File: src/rtl/alu_pkg.sv
// alu_pkg: shared definitions for the ALU command issuer.
//   - 3-bit ALU op encodings (OP_ZERO..OP_SUB); bit 3 of a 4-bit op marks it illegal
//   - issuer FSM state type
//   - data width and the queued command record {op, a, b, acc}
// Optional feature macro used by the consumers of this package: ALU_CMD_ISSUER_ACC_EN.
package alu_pkg;

  localparam int DATA_W = 32;

  localparam logic [2:0] OP_ZERO = 3'b000;
  localparam logic [2:0] OP_NOTA = 3'b001;
  localparam logic [2:0] OP_AND  = 3'b010;
  localparam logic [2:0] OP_OR   = 3'b011;
  localparam logic [2:0] OP_XOR  = 3'b100;
  localparam logic [2:0] OP_XNOR = 3'b101;
  localparam logic [2:0] OP_ADD  = 3'b110;
  localparam logic [2:0] OP_SUB  = 3'b111;

  typedef enum logic [1:0] {
    ST_IDLE  = 2'd0,
    ST_ISSUE = 2'd1,
    ST_WAIT  = 2'd2,
    ST_RESP  = 2'd3
  } state_e;

  typedef struct packed {
    logic [3:0]        op;
    logic [DATA_W-1:0] a;
    logic [DATA_W-1:0] b;
    logic              acc;
  } cmd_t;

  // An op with bit 3 set has no ALU meaning and is answered with an error.
  function automatic logic op_is_illegal(input logic [3:0] op);
    return op[3];
  endfunction

endpackage

File: src/rtl/alu_cmd_issuer_cmd_fifo.sv
// cmd_fifo: synchronous FIFO holding queued ALU commands.
// Ports:
//   clk, reset      - clock, synchronous active-high reset (clears pointers/count)
//   push, wr_data   - write request and data; accepted when not full, or when
//                     a pop happens in the same cycle
//   pop, rd_data    - read request; rd_data always shows the head entry
//   full, empty     - occupancy flags, derived from the registered count
// Parameters: WIDTH (entry bits), DEPTH (entries, power of two).
module cmd_fifo #(
  parameter int WIDTH = 8,
  parameter int DEPTH = 4
) (
  input  logic             clk,
  input  logic             reset,
  input  logic             push,
  input  logic [WIDTH-1:0] wr_data,
  input  logic             pop,
  output logic [WIDTH-1:0] rd_data,
  output logic             full,
  output logic             empty
);

  localparam int AW = (DEPTH > 1) ? $clog2(DEPTH) : 1;
  localparam logic [AW-1:0] PTR_ONE  = AW'(1);
  localparam logic [AW:0]   CNT_ONE  = (AW+1)'(1);
  localparam logic [AW:0]   CNT_ZERO = (AW+1)'(0);
  localparam logic [AW:0]   CNT_FULL = (AW+1)'(DEPTH);

  logic [WIDTH-1:0] mem_q [DEPTH];
  logic [AW-1:0]    wr_ptr_q, wr_ptr_d;
  logic [AW-1:0]    rd_ptr_q, rd_ptr_d;
  logic [AW:0]      count_q, count_d;
  logic             push_ok_s, pop_ok_s;

  assign full    = (count_q == CNT_FULL);
  assign empty   = (count_q == CNT_ZERO);
  assign rd_data = mem_q[rd_ptr_q];

  // Pointer and occupancy next-state; a pop frees the slot a same-cycle push uses.
  always_comb begin
    pop_ok_s  = pop & !empty;
    push_ok_s = push & (!full | pop_ok_s);
    wr_ptr_d  = push_ok_s ? (wr_ptr_q + PTR_ONE) : wr_ptr_q;
    rd_ptr_d  = pop_ok_s  ? (rd_ptr_q + PTR_ONE) : rd_ptr_q;
    case ({push_ok_s, pop_ok_s})
      2'b10:   count_d = count_q + CNT_ONE;
      2'b01:   count_d = count_q - CNT_ONE;
      default: count_d = count_q;
    endcase
  end

  // Pointer/count registers.
  always_ff @(posedge clk) begin
    if (reset) begin
      wr_ptr_q <= '0;
      rd_ptr_q <= '0;
      count_q  <= '0;
    end else begin
      wr_ptr_q <= wr_ptr_d;
      rd_ptr_q <= rd_ptr_d;
      count_q  <= count_d;
    end
  end

  // Storage array; contents need no reset because the count gates every read.
  always_ff @(posedge clk) begin
    if (push_ok_s) begin
      mem_q[wr_ptr_q] <= wr_data;
    end
  end

endmodule

File: src/rtl/alu_cmd_issuer.sv
// alu_cmd_issuer: sequential initiator for the combinational 32-bit ALU.
// Commands arrive on cmd_valid/cmd_ready, queue in cmd_fifo, are issued one at a
// time on alu_a/alu_b/alu_op, and after ALU_LAT cycles the ALU result is returned
// on rsp_valid/rsp_ready with zero/neg/err flags.
// Ports:
//   clk, reset                    - clock, synchronous active-high reset
//   cmd_valid/cmd_ready           - command handshake (ready = FIFO not full)
//   cmd_op/cmd_a/cmd_b/cmd_acc    - command fields (cmd_acc only with the macro)
//   alu_a/alu_b/alu_op            - registered ALU operand/op drive
//   alu_result                    - ALU output
//   rsp_valid/rsp_ready           - response handshake
//   rsp_result/rsp_zero/rsp_neg/rsp_err - response fields, held until accepted
//   busy                          - FSM not idle or commands queued
// Parameters: FIFO_DEPTH (2..16, power of two), ALU_LAT (1..15).
// Optional feature: define ALU_CMD_ISSUER_ACC_EN to add a result accumulator
// that a command with cmd_acc=1 uses in place of cmd_a.
module alu_cmd_issuer
  import alu_pkg::*;
#(
  parameter int FIFO_DEPTH = 4,
  parameter int ALU_LAT    = 1
) (
  input  logic              clk,
  input  logic              reset,
  input  logic              cmd_valid,
  output logic              cmd_ready,
  input  logic [3:0]        cmd_op,
  input  logic [DATA_W-1:0] cmd_a,
  input  logic [DATA_W-1:0] cmd_b,
  input  logic              cmd_acc,
  output logic [DATA_W-1:0] alu_a,
  output logic [DATA_W-1:0] alu_b,
  output logic [3:0]        alu_op,
  input  logic [DATA_W-1:0] alu_result,
  output logic              rsp_valid,
  input  logic              rsp_ready,
  output logic [DATA_W-1:0] rsp_result,
  output logic              rsp_zero,
  output logic              rsp_neg,
  output logic              rsp_err,
  output logic              busy
);

  localparam int         CMD_W    = $bits(cmd_t);
  localparam logic [3:0] LAT_M1   = 4'(ALU_LAT - 1);
  localparam logic [3:0] CNT_ZERO = 4'd0;
  localparam logic [3:0] CNT_ONE  = 4'd1;

  cmd_t              push_cmd_s;
  cmd_t              head_cmd_s;
  logic              push_s, pop_s, full_s, empty_s;

  state_e            state_q, state_d;
  cmd_t              opr_q, opr_d;
  logic [3:0]        cnt_q, cnt_d;
  logic [DATA_W-1:0] alu_a_q, alu_a_d;
  logic [DATA_W-1:0] alu_b_q, alu_b_d;
  logic [3:0]        alu_op_q, alu_op_d;
  logic              rsp_valid_q, rsp_valid_d;
  logic [DATA_W-1:0] rsp_result_q, rsp_result_d;
  logic              rsp_zero_q, rsp_zero_d;
  logic              rsp_neg_q, rsp_neg_d;
  logic              rsp_err_q, rsp_err_d;
  logic [DATA_W-1:0] issue_a_s;

`ifdef ALU_CMD_ISSUER_ACC_EN
  logic [DATA_W-1:0] acc_q, acc_d;
`else
  logic              unused_acc_s;
  assign unused_acc_s = cmd_acc ^ opr_q.acc;
`endif

  assign cmd_ready = !full_s;
  assign push_s    = cmd_valid & !full_s;
  assign busy      = (state_q != ST_IDLE) | !empty_s;

  assign alu_a      = alu_a_q;
  assign alu_b      = alu_b_q;
  assign alu_op     = alu_op_q;
  assign rsp_valid  = rsp_valid_q;
  assign rsp_result = rsp_result_q;
  assign rsp_zero   = rsp_zero_q;
  assign rsp_neg    = rsp_neg_q;
  assign rsp_err    = rsp_err_q;

  // Pack the incoming command; the acc flag is only kept when the accumulator exists.
  always_comb begin
    push_cmd_s.op = cmd_op;
    push_cmd_s.a  = cmd_a;
    push_cmd_s.b  = cmd_b;
`ifdef ALU_CMD_ISSUER_ACC_EN
    push_cmd_s.acc = cmd_acc;
`else
    push_cmd_s.acc = 1'b0;
`endif
  end

  cmd_fifo #(
    .WIDTH (CMD_W),
    .DEPTH (FIFO_DEPTH)
  ) u_cmd_fifo (
    .clk     (clk),
    .reset   (reset),
    .push    (push_s),
    .wr_data (push_cmd_s),
    .pop     (pop_s),
    .rd_data (head_cmd_s),
    .full    (full_s),
    .empty   (empty_s)
  );

  // Operand A at issue: the accumulator substitutes for cmd_a so chained commands
  // see the result captured just before this issue.
  always_comb begin
`ifdef ALU_CMD_ISSUER_ACC_EN
    if (opr_q.acc) begin
      issue_a_s = acc_q;
    end else begin
      issue_a_s = opr_q.a;
    end
`else
    issue_a_s = opr_q.a;
`endif
  end

  // FSM next-state and registered-output next values.
  always_comb begin
    state_d      = state_q;
    opr_d        = opr_q;
    cnt_d        = cnt_q;
    alu_a_d      = alu_a_q;
    alu_b_d      = alu_b_q;
    alu_op_d     = alu_op_q;
    rsp_valid_d  = rsp_valid_q;
    rsp_result_d = rsp_result_q;
    rsp_zero_d   = rsp_zero_q;
    rsp_neg_d    = rsp_neg_q;
    rsp_err_d    = rsp_err_q;
    pop_s        = 1'b0;
`ifdef ALU_CMD_ISSUER_ACC_EN
    acc_d        = acc_q;
`endif
    case (state_q)
      ST_IDLE: begin
        if (!empty_s) begin
          pop_s   = 1'b1;
          opr_d   = head_cmd_s;
          state_d = ST_ISSUE;
        end else begin
          state_d = ST_IDLE;
        end
      end
      ST_ISSUE: begin
        if (op_is_illegal(opr_q.op)) begin
          // ALU drive is left untouched so its inputs stay at the last legal command.
          rsp_result_d = '0;
          rsp_zero_d   = 1'b1;
          rsp_neg_d    = 1'b0;
          rsp_err_d    = 1'b1;
          rsp_valid_d  = 1'b1;
          state_d      = ST_RESP;
        end else begin
          alu_a_d  = issue_a_s;
          alu_b_d  = opr_q.b;
          alu_op_d = opr_q.op;
          cnt_d    = LAT_M1;
          state_d  = ST_WAIT;
        end
      end
      ST_WAIT: begin
        if (cnt_q == CNT_ZERO) begin
          rsp_result_d = alu_result;
          rsp_zero_d   = (alu_result == 32'h0000_0000);
          rsp_neg_d    = alu_result[DATA_W-1];
          rsp_err_d    = 1'b0;
          rsp_valid_d  = 1'b1;
`ifdef ALU_CMD_ISSUER_ACC_EN
          acc_d        = alu_result;
`endif
          state_d      = ST_RESP;
        end else begin
          cnt_d = cnt_q - CNT_ONE;
        end
      end
      ST_RESP: begin
        if (rsp_ready) begin
          rsp_valid_d = 1'b0;
          if (!empty_s) begin
            pop_s   = 1'b1;
            opr_d   = head_cmd_s;
            state_d = ST_ISSUE;
          end else begin
            state_d = ST_IDLE;
          end
        end else begin
          state_d = ST_RESP;
        end
      end
      default: begin
        state_d = ST_IDLE;
      end
    endcase
  end

  // FSM state, operand, counter and output registers.
  always_ff @(posedge clk) begin
    if (reset) begin
      state_q      <= ST_IDLE;
      opr_q        <= '0;
      cnt_q        <= 4'd0;
      alu_a_q      <= 32'h0000_0000;
      alu_b_q      <= 32'h0000_0000;
      alu_op_q     <= 4'd0;
      rsp_valid_q  <= 1'b0;
      rsp_result_q <= 32'h0000_0000;
      rsp_zero_q   <= 1'b0;
      rsp_neg_q    <= 1'b0;
      rsp_err_q    <= 1'b0;
`ifdef ALU_CMD_ISSUER_ACC_EN
      acc_q        <= 32'h0000_0000;
`endif
    end else begin
      state_q      <= state_d;
      opr_q        <= opr_d;
      cnt_q        <= cnt_d;
      alu_a_q      <= alu_a_d;
      alu_b_q      <= alu_b_d;
      alu_op_q     <= alu_op_d;
      rsp_valid_q  <= rsp_valid_d;
      rsp_result_q <= rsp_result_d;
      rsp_zero_q   <= rsp_zero_d;
      rsp_neg_q    <= rsp_neg_d;
      rsp_err_q    <= rsp_err_d;
`ifdef ALU_CMD_ISSUER_ACC_EN
      acc_q        <= acc_d;
`endif
    end
  end

endmodule

File: config.mk
export PLATFORM = sky130hd
export DESIGN_NAME = alu_cmd_issuer
export DESIGN_NICKNAME = d
export VERILOG_FILES = /design/src/rtl/alu_pkg.sv /design/src/rtl/alu_cmd_issuer_cmd_fifo.sv /design/src/rtl/alu_cmd_issuer.sv
export SDC_FILE = /design/constraint.sdc
export NUM_CORES = 1
export LEC_CHECK = 0
export CELL_PAD_IN_SITES_DETAIL_PLACEMENT = 1
export CELL_PAD_IN_SITES_GLOBAL_PLACEMENT = 2
export CORE_UTILIZATION = 41
export DETAILED_ROUTE_END_ITERATION = 8
export GPL_ROUTABILITY_DRIVEN = 0
export PLACE_DENSITY = 0.83
export SYNTH_ARGS = -nofsm -noshare
export SYNTH_HDL_FRONTEND = slang
export SYNTH_SLANG_ARGS = --single-unit
File: constraint.sdc
create_clock -name clk -period 5.3 [get_ports clk]
set_input_delay 1.59 -clock clk [delete_from_list [all_inputs] [get_ports clk]]
set_output_delay 1.59 -clock clk [all_outputs]
set_load 0.005 [all_outputs]
== After elaboration in Yosys (flattened, before gate mapping) ==
Memory sizes are Yosys's and may differ from the RTL's. A register that Yosys moved wholly into a read port is not among the register bits.
Index checks and enable logic that the tools add are counted.

* Reduce and logical (&&, ||, !) cells: 16
* Bitwise gates (word level): 6
* Muxes and demuxes: 33
* Equal/unequal tests: 11
* Add/subtract/negate cells: 5

{| class="wikitable"
|+ Operators by type and width
! kind !! number
|-
| 69-bit two-way mux || 2
|-
| 69-bit one-hot mux with 2 select lines || 1
|-
| 32-bit two-way mux || 2
|-
| 32-bit one-hot mux with 2 select lines || 1
|-
| 32-bit zero test || 1
|-
| 1-bit two-way mux || 13
|-
| 2-bit != test (second input constant) || 5
|-
| 2-bit two-way mux || 4
|-
| 4-bit two-way mux || 2
|-
| 1-bit one-hot mux with 2 select lines || 4
|-
| 2-bit one-hot mux with 4 select lines || 1
|-
| 4-bit one-hot mux with 2 select lines || 1
|-
| 2-bit nonzero test || 4
|-
| 2-bit equality test (second input constant) || 3
|-
| 3-bit one-hot mux with 2 select lines || 1
|-
| 3-bit AND reduction || 2
|-
| 2-bit by 1-bit adder with 2-bit output (second input constant) || 2
|-
| 2-bit by 1-bit equality test with 1-bit output (second input constant) || 2
|-
| 4-bit zero test || 1
|-
| 2-bit AND reduction || 2
|-
| 4-bit AND reduction || 1
|-
| 4-bit by 1-bit subtractor with 4-bit output (second input constant) || 1
|-
| 3-bit by 1-bit adder with 3-bit output (second input constant) || 1
|-
| 1-bit bitwise AND || 3
|-
| 9 further kinds || 11
|}

* Register bits after elaboration: 185
* Memories: 1
* Bits of input ports: 105
* Output and inout bits: 106
* Word-level logic and storage cells: 89
* Bits in writable memories: 272

{| class="wikitable"
|+ Memory list
! memory !! words !! width !! read ports !! clocked after Yosys merged registers in !! write ports !! line !! text
|-
| u_cmd_fifo.mem_q || 4 || 68 || 1 || 1 || 1 || alu_cmd_issuer_cmd_fifo.sv:29 || <nowiki>logic [WIDTH-1:0] mem_q [DEPTH];</nowiki>
|}

== Logic depth before layout (Yosys ltp) ==
* Depth in word-level cells: 9
* Gate-level depth with buffers: 10
* Mapped depth without buffers: 10

== Cells and area by module ==
From an unflattened synthesis, not the netlist that was laid out.

* Cell total of the unflattened synthesis: 1196
* Area total of the unflattened synthesis: 16828.6 um^2

{| class="wikitable"
|+ By module, submodules not included
! module !! cells an instance !! sequential area each (um^2) !! instances !! area each (um^2)
|-
| cmd_fifo || 415 || 8468.1 || 1 || 10450.0
|-
| alu_cmd_issuer || 781 || 3523.4 || 1 || 6378.6
|}

== Worst setup path after synthesis ==
OpenSTA, ideal clock, no wires.

* Path kind: input -> register
* Start point: input cmd_valid
* End point: memory u_cmd_fifo.mem_q[1][0] (netlist name), enable pin
* Setup slack: 1.632 ns
* Arrival: 3.235 ns
* Path buffers: 0
* Stages on the path: 1
* Library setup time: 0.434 ns
* Cell sequence: and3_1

* Longest elaborated chain between the ends: 4

{| class="wikitable"
|+ RTL lines
! what !! line !! text
|-
| start: declaration || alu_cmd_issuer.sv:25 || <nowiki>input logic cmd_valid,</nowiki>
|-
| 1-bit bitwise AND || alu_cmd_issuer.sv:74 || <nowiki>assign push_s = cmd_valid & !full_s;</nowiki>
|-
| 1-bit bitwise AND || alu_cmd_issuer_cmd_fifo.sv:42 || <nowiki>push_ok_s = push & (!full | pop_ok_s);</nowiki>
|-
| 1-bit two-way mux || alu_cmd_issuer_cmd_fifo.sv:67 || <nowiki>if (push_ok_s) begin</nowiki>
|-
| 1-bit two-way mux (implied by the code) || alu_cmd_issuer_cmd_fifo.sv:68 || <nowiki>mem_q[wr_ptr_q] <= wr_data;</nowiki>
|-
| end: declaration || alu_cmd_issuer_cmd_fifo.sv:29 ||
|}

No other way between the ends.

== Final worst setup path ==
* Start point: register u_cmd_fifo.count_q[2]
* End point: output cmd_ready

* Longest elaborated chain between the ends: 2

{| class="wikitable"
|+ RTL lines
! what !! line !! text
|-
| start: declaration || alu_cmd_issuer_cmd_fifo.sv:32 || <nowiki>logic [AW:0] count_q, count_d;</nowiki>
|-
| start signal: assignment || alu_cmd_issuer_cmd_fifo.sv:61 || <nowiki>count_q <= count_d;</nowiki>
|-
| 3-bit equality test || alu_cmd_issuer_cmd_fifo.sv:35 || <nowiki>assign full = (count_q == CNT_FULL);</nowiki>
|-
| 1-bit zero test || alu_cmd_issuer.sv:73 || <nowiki>assign cmd_ready = !full_s;</nowiki>
|-
| end: declaration || alu_cmd_issuer.sv:26 || <nowiki>output logic cmd_ready,</nowiki>
|}

No other way between the ends.

==> impl_metrics.tcl <==
set metrics [dict create \
    multi_input_area_um2 4340 \
    clkLatencyLatePin_ns 0.56 \
    critPathMaxFanout 6 \
    clk_path_buf_depth 3 \
    swShare_pct 30.0 \
    dr.pass1.iters 4 \
    grt_max_degree 136 \
    synth_top_area_share_pct 49.2 \
    gr-usage-met3_pct 4.19 \
    yosysSeqAreaShare_pct 71.6 \
    worstPathArrival_ns 1.97 \
    p_per_area_nw_per_um2 510 \
    synth_area_leader_cell "edfxtp_1" \
    clock_sinks 457 \
    maxSlewHeadroom_pct 29.0 \
    routedWlPerCell_um 19.7 \
    rsz0062_at_grt "false" \
    synth_common_cells "nand2_1 (274), edfxtp_1 (272), dfxtp_1 (185)" \
    routed_via_density 5.10 \
    ir_drop_mv 0.335 \
    synthFlopType "edfxtp_1" \
    nFillCells 3975 \
    core-area_um2 39800 \
    grtUsageTotal_pct 18.9 \
    vias 9911 \
    die_w_um 203 \
    cts_resized 0 \
    drt_iter0_markers 472 \
    use_met2_pct 32.2 \
    routed_wl_um 38200 \
    yosys.cell_count.top_type "nand2_1" \
    final_area_um2 20700 \
    required_ns 3.71 \
    synthTopCellsByArea "edfxtp_1 (49%), dfxtp_1 (22%), mux4_2 (9.2%)" \
    p_int_uw 7400 \
    cts_setup_buffers 0 \
    synth.avg_cell_area_um2 14.0 \
    cts-root-buf "clkbuf_16" \
    drtAntennaViolNets 0 \
    antenna_found_initial 4 \
    status "finished clean" \
    grt_pass1_vias 10500 \
    finalCritPeriodShare_pct 67.2 \
    pwr-share-clk_pct 31.6 \
    tightest_slew_ns 1.06 \
    cts_tree "done" \
    fin_crit_ns 3.56 \
    hold_path.class "reg2reg" \
    syn_area_um2 16600 \
    combPwrFrac_pct 24.3 \
    fin_worst_skew_ns 0.00930 \
    setup_violations 0 \
    drc 0 \
    synth_nets 1301 \
    synth-seq-cells 457 \
    clk_pin_slew_ns 0.06 \
    crit_path_start_kind "flop" \
    leakage_uw 0.00674 \
    finalHoldViolCount 0 \
    cts_inserted_buffers 47 \
    place_area_um2 19100 \
    die_area_um2 41300 \
    top_usage_layer "met2" \
    switching_power_uw 3170 \
    fmax_mhz 281 \
    setup_tns_ns 0 \
    use_met1_pct 24.0 \
    start_util_pct 41.6 \
    layout-drive-gt1-share_pct 11.9 \
    seq_power_share_pct 44.2 \
    portBuffers 208 \
    io_pins 211 \
    row_count 73 \
    synth_cells 1183 \
    endpoint_kind "primary output" \
    die_h_um 203 \
    nets 1497 \
    max-cap-violations 0 \
    yosys_warnings 0 \
    critPathKind "reg2out" \
    finalMaxSlewViolations 0 \
    synth_cell_types 41 \
    hold_buffers 0 \
    synthArstFlopShare_pct 0 \
    synth_enable_flop_cells 272 \
    htreeDepth 2 \
    register_area_um2 11900 \
    area_growth_syn_to_layout_pct 24.9 \
    grt_first_pass_wirelength_um 59800 \
    gr-total-overflow 0 \
    dp_hpwl_um 22700 \
]
per-layer routing:
metal,up-vias,wire length [um]
li1,4678,-
met1,4978,16700
met2,188,18900
met3,61,1870
met4,6,754
met5,-,46
cells by family after synthesis:
kind of cell,count (synthesis),share of synthesized area [%]
fa+ha+maj,13,1.03
simple gates,364,9.03
compound gates,183,6.10
mux,69,9.29
other cells,1,0.0226
xor+xnor,7,0.370
flops,457,71.6
buf+inv,89,2.57
area by class of cell:
class	instances	area share [%]
diodes	1	0.0121
well taps	525	3.17
repair buffers	224	10.7
multi-input cells	637	20.9
clock inverters	21	0.960
inverters	12	0.217
flip-flops and latches	457	57.3
clock buffers	66	6.67
state kept, by name, indices dropped and copies added, names as in the netlist, named ones only:
name / count
cnt_q: 4
alu_b: 32
u_cmd_fifo.count_q: 3
opr_q: 36
rsp_zero: 1
alu_op: 3
issue_a_s: 32
rsp_err: 1
rsp_result: 32
alu_a: 32
state_q: 2
u_cmd_fifo.wr_ptr_q: 2
rsp_valid: 1
u_cmd_fifo.rd_ptr_q: 2
u_cmd_fifo.mem_q: 272
worst max-delay path, cell delays in order, from the launching register on:
cell             delay [ns]
dfxtp_1                0.40
or3b_1                 0.49
clkdlybuf4s50_1        0.52
placed cells by master (no fill, tap or decap), types with 2 or more instances in the layout:
| cell | n |
|---|---|
| nor3_4 | 2 |
| clkbuf_1 | 8 |
| a21oi_1 | 142 |
| clkbuf_8 | 7 |
| xor2_1 | 2 |
| dfxtp_1 | 183 |
| mux4_2 | 68 |
| nor2_1 | 46 |
| bufinv_16 | 4 |
| and2_1 | 2 |
| inv_1 | 12 |
| nor3_1 | 5 |
| dfxtp_4 | 2 |
| o21ai_0 | 4 |
| xnor2_1 | 5 |
| nor4b_1 | 2 |
| nand4_1 | 2 |
| nor3b_1 | 2 |
| clkbuf_16 | 50 |
| ha_1 | 12 |
| a22oi_1 | 32 |
| and3_4 | 4 |
| nand3_1 | 2 |
| buf_4 | 15 |
| nand2_1 | 274 |
| clkinv_2 | 4 |
| clkdlybuf4s50_1 | 207 |
| edfxtp_1 | 272 |
| nor2b_1 | 3 |
| clkinvlp_4 | 2 |
| nor4_1 | 9 |
| clkinv_1 | 10 |
| or3_1 | 3 |
| nand2b_1 | 2 |
worst paths after layout:
path | from | to | cells after the start | slack (ns)
max | u_cmd_fifo.count_q[2] | cmd_ready | 2 | 1.74
min reg2reg | opr_q[20] | alu_b[19] | 2 | 0.45
min | opr_q[20] | alu_b[19] | 2 | 0.45
max reg2reg | state_q[0] | u_cmd_fifo.count_q[2] | 9 | 2.55
stage by stage:
step,hold slack (ns),instances,worst slack [ns],util (%),power [uW]
2_1_floorplan,0.432,1183,1.63,-,6450
3_3_place_gp,0.435,1855,1.35,48.1,7300
3_5_place_dp,0.446,1855,1.29,48.1,7390
4_1_cts,0.454,1942,1.71,52.0,10800
5_1_grt,0.468,1943,1.66,52.0,11200
6_report,0.452,1943,1.74,52.0,10600
power groups by stage:
stage | combinational [uW] | sequential [uW] | clock, uW
3_5_place_dp | 2640 | 4750 | 0
3_3_place_gp | 2590 | 4710 | 0
2_1_floorplan | 1780 | 4670 | 0
4_1_cts | 2650 | 4680 | 3430
5_1_grt | 2880 | 4740 | 3560
6_report | 2570 | 4670 | 3340
No activity file was read; power rests on OpenSTA's default activity.
